--- src/rtl/board_store.sv ---
// board_store: 64-square chess board storage.
// Receives square writes from game_logic, presents the whole board as a
// flattened bus, reloads the start position one square per clock after
// reset or new_game, and offers a registered single-square read port.
module board_store #(
  parameter int PIECE_W    = 4,
  parameter bit CLEAR_ONLY = 1'b0
) (
  input  logic                    CLK,
  input  logic                    RESET_N,
  input  logic                    new_game,
  input  logic                    board_change_enable,
  input  logic [5:0]              board_change_addr,
  input  logic [PIECE_W-1:0]      board_change_piece,
  output logic [64*PIECE_W-1:0]   board_out,
  input  logic [5:0]              rd_addr,
  output logic [PIECE_W-1:0]      rd_piece,
  output logic                    busy,
  output logic [15:0]             write_count,
  output logic                    write_dropped
);

  // Piece type codes; bit 3 of a square carries the colour (1 = black).
  localparam logic [2:0] P_NONE   = 3'd0;
  localparam logic [2:0] P_PAWN   = 3'd1;
  localparam logic [2:0] P_KNIGHT = 3'd2;
  localparam logic [2:0] P_BISHOP = 3'd3;
  localparam logic [2:0] P_ROOK   = 3'd4;
  localparam logic [2:0] P_QUEEN  = 3'd5;
  localparam logic [2:0] P_KING   = 3'd6;

  typedef enum logic {
    ST_INIT = 1'b0,
    ST_IDLE = 1'b1
  } state_t;

  state_t               state_q, state_d;
  logic [64*PIECE_W-1:0] board_q;
  logic [5:0]           init_ptr_q;
  logic [PIECE_W-1:0]   init_value;
  logic                 init_we;
  logic                 user_we;
  logic                 drop_write;

  // Back-rank piece for a given file (a..h).
  function automatic logic [2:0] back_rank(input logic [2:0] col);
    case (col)
      3'd0, 3'd7: back_rank = P_ROOK;
      3'd1, 3'd6: back_rank = P_KNIGHT;
      3'd2, 3'd5: back_rank = P_BISHOP;
      3'd3:       back_rank = P_QUEEN;
      default:    back_rank = P_KING;
    endcase
  endfunction

  // Standard start position. Row 0 is rank 8 (black back rank).
  function automatic logic [PIECE_W-1:0] start_value(input logic [5:0] sq);
    case (sq[5:3])
      3'd0:    start_value = {1'b1, back_rank(sq[2:0])};
      3'd1:    start_value = {1'b1, P_PAWN};
      3'd6:    start_value = {1'b0, P_PAWN};
      3'd7:    start_value = {1'b0, back_rank(sq[2:0])};
      default: start_value = {1'b0, P_NONE};
    endcase
  endfunction

  // State register.
  always_ff @(posedge CLK or negedge RESET_N) begin
    if (!RESET_N) state_q <= ST_INIT;
    else          state_q <= state_d;
  end

  // Next state: INIT runs until square 63 is loaded; new_game restarts it.
  always_comb begin
    // NOTE: default assignment first so no path through this block leaves state_d unassigned (no latch).
    state_d = state_q;
    case (state_q)
      ST_INIT: if (!new_game && init_ptr_q == 6'd63) state_d = ST_IDLE;
      ST_IDLE: if (new_game) state_d = ST_INIT;
      default: state_d = ST_INIT;
    endcase
  end

  // Outputs and write qualifiers decoded from the current state.
  always_comb begin
    busy       = (state_q == ST_INIT);
    init_we    = busy && !new_game;
    user_we    = !busy && !new_game && board_change_enable;
    drop_write = board_change_enable && (busy || new_game);
    init_value = CLEAR_ONLY ? '0 : start_value(init_ptr_q);
  end

  // Board storage, init pointer, read port and write bookkeeping.
  always_ff @(posedge CLK or negedge RESET_N) begin
    if (!RESET_N) begin
      // NOTE: the board is a register array, not RAM, so it can and must clear on reset.
      board_q       <= '0;
      init_ptr_q    <= '0;
      rd_piece      <= '0;
      write_count   <= '0;
      write_dropped <= 1'b0;
    end else begin
      // NOTE: non-blocking reads of board_q see the pre-edge value, giving read-before-write.
      rd_piece <= board_q[int'(rd_addr)*PIECE_W +: PIECE_W];

      if (init_we)
        board_q[int'(init_ptr_q)*PIECE_W +: PIECE_W] <= init_value;
      else if (user_we)
        board_q[int'(board_change_addr)*PIECE_W +: PIECE_W] <= board_change_piece;

      // Pointer wraps 63 -> 0 as the last square loads, leaving it ready for the next init.
      if (new_game)  init_ptr_q <= '0;
      else if (busy) init_ptr_q <= init_ptr_q + 6'd1;

      if (new_game)
        write_count <= '0;
      else if (user_we && write_count != 16'hFFFF)
        write_count <= write_count + 16'd1;

      if (drop_write) write_dropped <= 1'b1;
    end
  end

  assign board_out = board_q;

endmodule

--- config.mk ---
export PLATFORM = sky130hd
export DESIGN_NAME = board_store
export DESIGN_NICKNAME = d
export VERILOG_FILES = /design/src/rtl/board_store.sv
export SDC_FILE = /design/constraint.sdc
export NUM_CORES = 1
export LEC_CHECK = 0
export CORE_MARGIN = 2
export CORE_UTILIZATION = 45
export CTS_BUF_LIST = sky130_fd_sc_hd__clkbuf_4 sky130_fd_sc_hd__clkbuf_8 sky130_fd_sc_hd__clkbuf_16
export DETAILED_ROUTE_END_ITERATION = 10
export PLACE_DENSITY_LB_ADDON = 0.15
export SYNTH_ARGS = -nofsm -noshare
export SYNTH_HDL_FRONTEND = slang
export SYNTH_SLANG_ARGS = --single-unit
--- constraint.sdc ---
create_clock -name CLK -period 6.45 [get_ports CLK]
set_input_delay 1.6125 -clock CLK [delete_from_list [all_inputs] [get_ports CLK]]
set_output_delay 1.6125 -clock CLK [all_outputs]
set_load 0.01 [all_outputs]
# After elaboration in Yosys (flattened, before gate mapping)
# Cells that the tools add are included.
[totals]
out_inout_bits = 278
elab_cells = 56
in_bits = 20
regBits = 284
[op_classes]
n_addsub = 4
muxes = 13
bitwise_logic = 1
n_reduce_logical = 15
eq_ne = 12
shifts = 5
[op_table]
columns = ["op", "n"]
rows = [
  ["$bwmux 256", 2],
  ["$mux 256", 2],
  ["$shift 4x33->256 const A", 2],
  ["$shiftx 4x33->256", 2],
  ["$shiftx 256x9->4", 1],
  ["$neg 8->33", 2],
  ["$mux 16", 2],
  ["$add 16x1->16 const B", 1],
  ["$ne 16x16->1 const B", 1],
  ["$pmux 4 s4", 1],
  ["$eq 3x3->1 const B", 5],
  ["$mux 6", 2],
  ["$pmux 3 s4", 1],
  ["$add 6x1->6 const B", 1],
  ["$eq 3x1->1 const B", 2],
  ["$eq 3x2->1 const B", 2],
  ["$eq 6x6->1 const B", 1],
  ["$logic_and 1x1->1", 6],
  ["$logic_not 3->1", 2],
  ["$reduce_or 2->1", 3],
  ["$reduce_bool 2->1", 2],
  ["$mux 1", 2],
  ["$ne 2x2->1 const B", 1],
  ["$pmux 1 s2", 1],
  ["3 further kinds", 3],
]

# Depth between registers and ports, before layout
[logic_depth]
ltp_word = 7
mapped_depth = 13
ltp_nobuf = 9

# Worst setup path before layout
# Ideal clock, no wire load.
[synth_path]
path_kind = "in2reg"
from = "input port board_change_addr[1]"
to = "register board_q[168], in the netlist board_out[168]"
path_stages = 10
slack_ns = 2.394
arrival_time_ns = 3.932
cell_sequence = "buf_4 or3_4 nor3_1 ha_1 inv_1 nand2_1 nor3_1 nand2_1 a21oi_1 mux2_2"
[synth_via]
elab_chain_cells = 5
elab_cells_between_ends = 6
classes_between = "1 x add/sub; 2 x shift; 3 x mux"
[synth_lines]
columns = ["element", "line", "text"]
rows = [
  ["start: declaration", "13", "input logic [5:0] board_change_addr,"],
  ["$neg 8->33 *", "109", "board_q[int'(board_change_addr)*PIECE_W +: PIECE_W] <= board_change_piece;"],
  ["$shiftx 4x33->256 or $shift 4x33->256 (tied branches)", "109", ""],
  ["$bwmux 256 *", "109", ""],
  ["$mux 256 *", "108", "else if (user_we)"],
  ["$mux 256 *", "106", "if (init_we)"],
  ["end signal: indexed assignment", "107", "board_q[int'(init_ptr_q)*PIECE_W +: PIECE_W] <= init_value;"],
  ["end signal: indexed assignment", "109", ""],
  ["end: declaration", "38", "logic [64*PIECE_W-1:0] board_q;"],
]
# Every way passes the cells marked *; elsewhere a longest branch is shown, timed or not. The select of a mux whose other input is x is not followed.
# A chain may end at the register's enable or synchronous reset.

# Worst setup path after layout
[layout_path]
from = "input port board_change_addr[2]"
to = "register board_q[180], in the netlist board_out[180]"
# The elaborated chain is that of the path after synthesis.

==> metrics.txt <==
status=finished, final reports clean; antenna-violating nets left=0; Initial Util=0.454; TritonCTS buffer count=31; hold_buf cts=0; worst endpoint required time=6940 ps; post-synth cell types=slightly above 90; fillers=3226; worst-margin pin slew=1370 ps; startpoint types=primary input; clk buf depth=3; PostCTS Resize Cnt=0; Post-Layout Cell Count=2495; nature of the critical path endpoint=flop; sequential element share of the synthesized area=0.418; Final Core Density=0.579; Mapped Cells=1693; Port Buffers=297; dominant register cell in the synthesized netlist=dfrtp_1; YS warnings=0; Final Power=around 4800 µW; clk_skew=14.3 ps; detailed-route via count=~18000; Synth Net Count=roughly 1700; Slew Limit Fails=0; crit path DAT=5700 ps; Die Area=39300 µm²; peak fanout along the critical path=14; Synth area leader=dfrtp_1; area grow syn2layout=27.4%; WL/cell=35.9 µm; P_leak=0.00848 µW; HP Class=flop to flop; DRT Pass-1 Iters=8; pwr/cell area=220 nW/µm²; EDFF count, synth=0; TritonCTS clock tree=yes; CTS clk-pin slew, worst paths=60 ps; Initial DRC Count=between 2000 and 2500; gr usage total=0.454; worst hold margin=between 400 and 500 ps; postcts setup bufs=0; Yosys top cell area share=0.418; synth top area cells=dfrtp_1, mux4_2, a22o_1, nand2_1, o22ai_1; H-tree depth=1; ys async rst share=1.00; Synth top cells by count=dfrtp_1, nand2_1, a22o_1; core area=~37000 µm²; clock sink total=284; DP HPWL=67900 µm; FF+latch count, synth=284; Tmin final=5200 ps; total wire length=about 90000 µm; global route total overflow=0; I/O Pins=298; antenna violations before repair=1; r2r worst-path depth=9; layout cells sized above 1=0.126; maximum vdd drop=268 µV; DRC errors left=0; fmax=192 MHz; most numerous cell in the Yosys netlist=dfrtp_1; worst skew pair latency=roughly 610 ps; period utilization=0.807; ANT cells=0; # rows=71; Die X-Extent=198 µm; # setup viols final=0; Rel. slew slack=0.0799; Avg Cell Area, Syn=10.0 µm²; WHS Path Cells=1; largest net degree at the start of global routing=124; first-pass GRT wire length=126000 µm; Die H=198 µm; GP Congestion=between 1 and 1.5; RSZ-0062 raised after global routing=no; vias in the first global route=16900; vias per inst=roughly 7.1; crit path kind=primary input to flop; Clock Root Buffer=clkbuf_16; placed cells=2437; Final Hold Fails=0; layout net count=1988; max_cap viols=0; setup tns final=0 ps; Synth Cell Area=between 15000 and 20000 µm²
## cell usage in the layout, fill, tap and decap left out, drive strengths merged, types with 8 or more instances in the layout
| cell type | count |
|---|---|
| clkdlybuf4s50 | 293 |
| dfrtp | 284 |
| nand2 | 224 |
| a22o | 118 |
| o22ai | 109 |
| o21ai | 88 |
| nand3 | 85 |
| nor2 | 80 |
| mux4 | 69 |
| nor3 | 64 |
| a21o | 61 |
| buf | 56 |
| clkbuf | 41 |
| mux2 | 27 |
| inv | 24 |
| o2bb2ai | 22 |
| nor4 | 22 |
| a21oi | 21 |
| mux2i | 16 |
| xor2 | 16 |
| a32o | 15 |
| nand2b | 14 |
| nand4 | 14 |
| nor2b | 12 |
| and3 | 11 |
| o32ai | 11 |
| a211oi | 10 |
| a221o | 10 |
| a22oi | 10 |
| and2 | 10 |
| a2111oi | 10 |
| a32oi | 9 |
| ha | 9 |
| o211ai | 9 |
| or3 | 9 |
| clkinv | 8 |
## worst max-delay path: stages
cell and delay, ps:
clkdlybuf4s50_1 710, or3_4 540, nor3_1 160, ha_1 330, inv_1 120, o2111ai_1 130
buf_4 210, nor2_1 860, nand2_1 340, a21oi_1 300, mux2_2 370
## cell families (layout without fill, tap and decap cells)
| family | after synthesis | in the layout | share of synthesized area |
|---|---|---|---|
| compound gates | 558 | 558 | 0.246 |
| xor+xnor | 22 | 22 | 0.0118 |
| fa+ha+maj | 9 | 9 | 0.00663 |
| buf+inv | 138 | 429 | 0.0353 |
| flops | 284 | 284 | 0.418 |
| mux | 112 | 112 | 0.119 |
| simple gates | 570 | 570 | 0.164 |
## metal layers
metal	GRT usage	wire (µm)	vias to the layer above
li1	-	-	7135
met1	0.586	32900	8910
met2	0.663	38300	1461
met3	0.145	11500	332
met4	0.279	6860	0
met5	0	0	-
## stage by stage
stage | setup slack [ps] | area (µm²)
floorplan | 2390 | 17000
global placement | 826 | 20500
detailed placement | 793 | 20500
CTS | 1410 | 21600
global route | 1110 | 21600
finish | 1250 | 21600
## registers in the layout, summed over array words and instances, names as in the netlist
register / flops
rd_piece: 4
init_ptr_q: 6
write_count: 16
board_out: 256
state_q: 1
write_dropped: 1
## report_power, final
part	switching (µW)	internal (µW)
logic	611	265
registers	73.5	1830
clock network	804	1180
## worst paths after layout
path / startpoint / endpoint / slack (ps)
worst min-delay path: write_dropped / write_dropped / 470
worst max-delay path: board_change_addr[2] / board_out[180] / 1250
worst max register to register: init_ptr_q[2] / board_out[180] / 1720
max in group asynchronous: RESET_N / board_out[58] / 4010
worst min register to register: write_dropped / write_dropped / 470
min in group asynchronous: RESET_N / board_out[92] / 1050
## cell type report
cell class	count	area, µm²	area share
Clock inverter	17	234	0.0108
Timing Repair Buffer	349	3370	0.156
Inverter	22	82.6	0.00381
Sequential cell	284	7110	0.328
Tap cell	511	639	0.0295
Clock buffer	41	901	0.0416
Multi-Input combinational cell	1271	9320	0.430
Note: power is estimated with default switching activity, not from simulation.
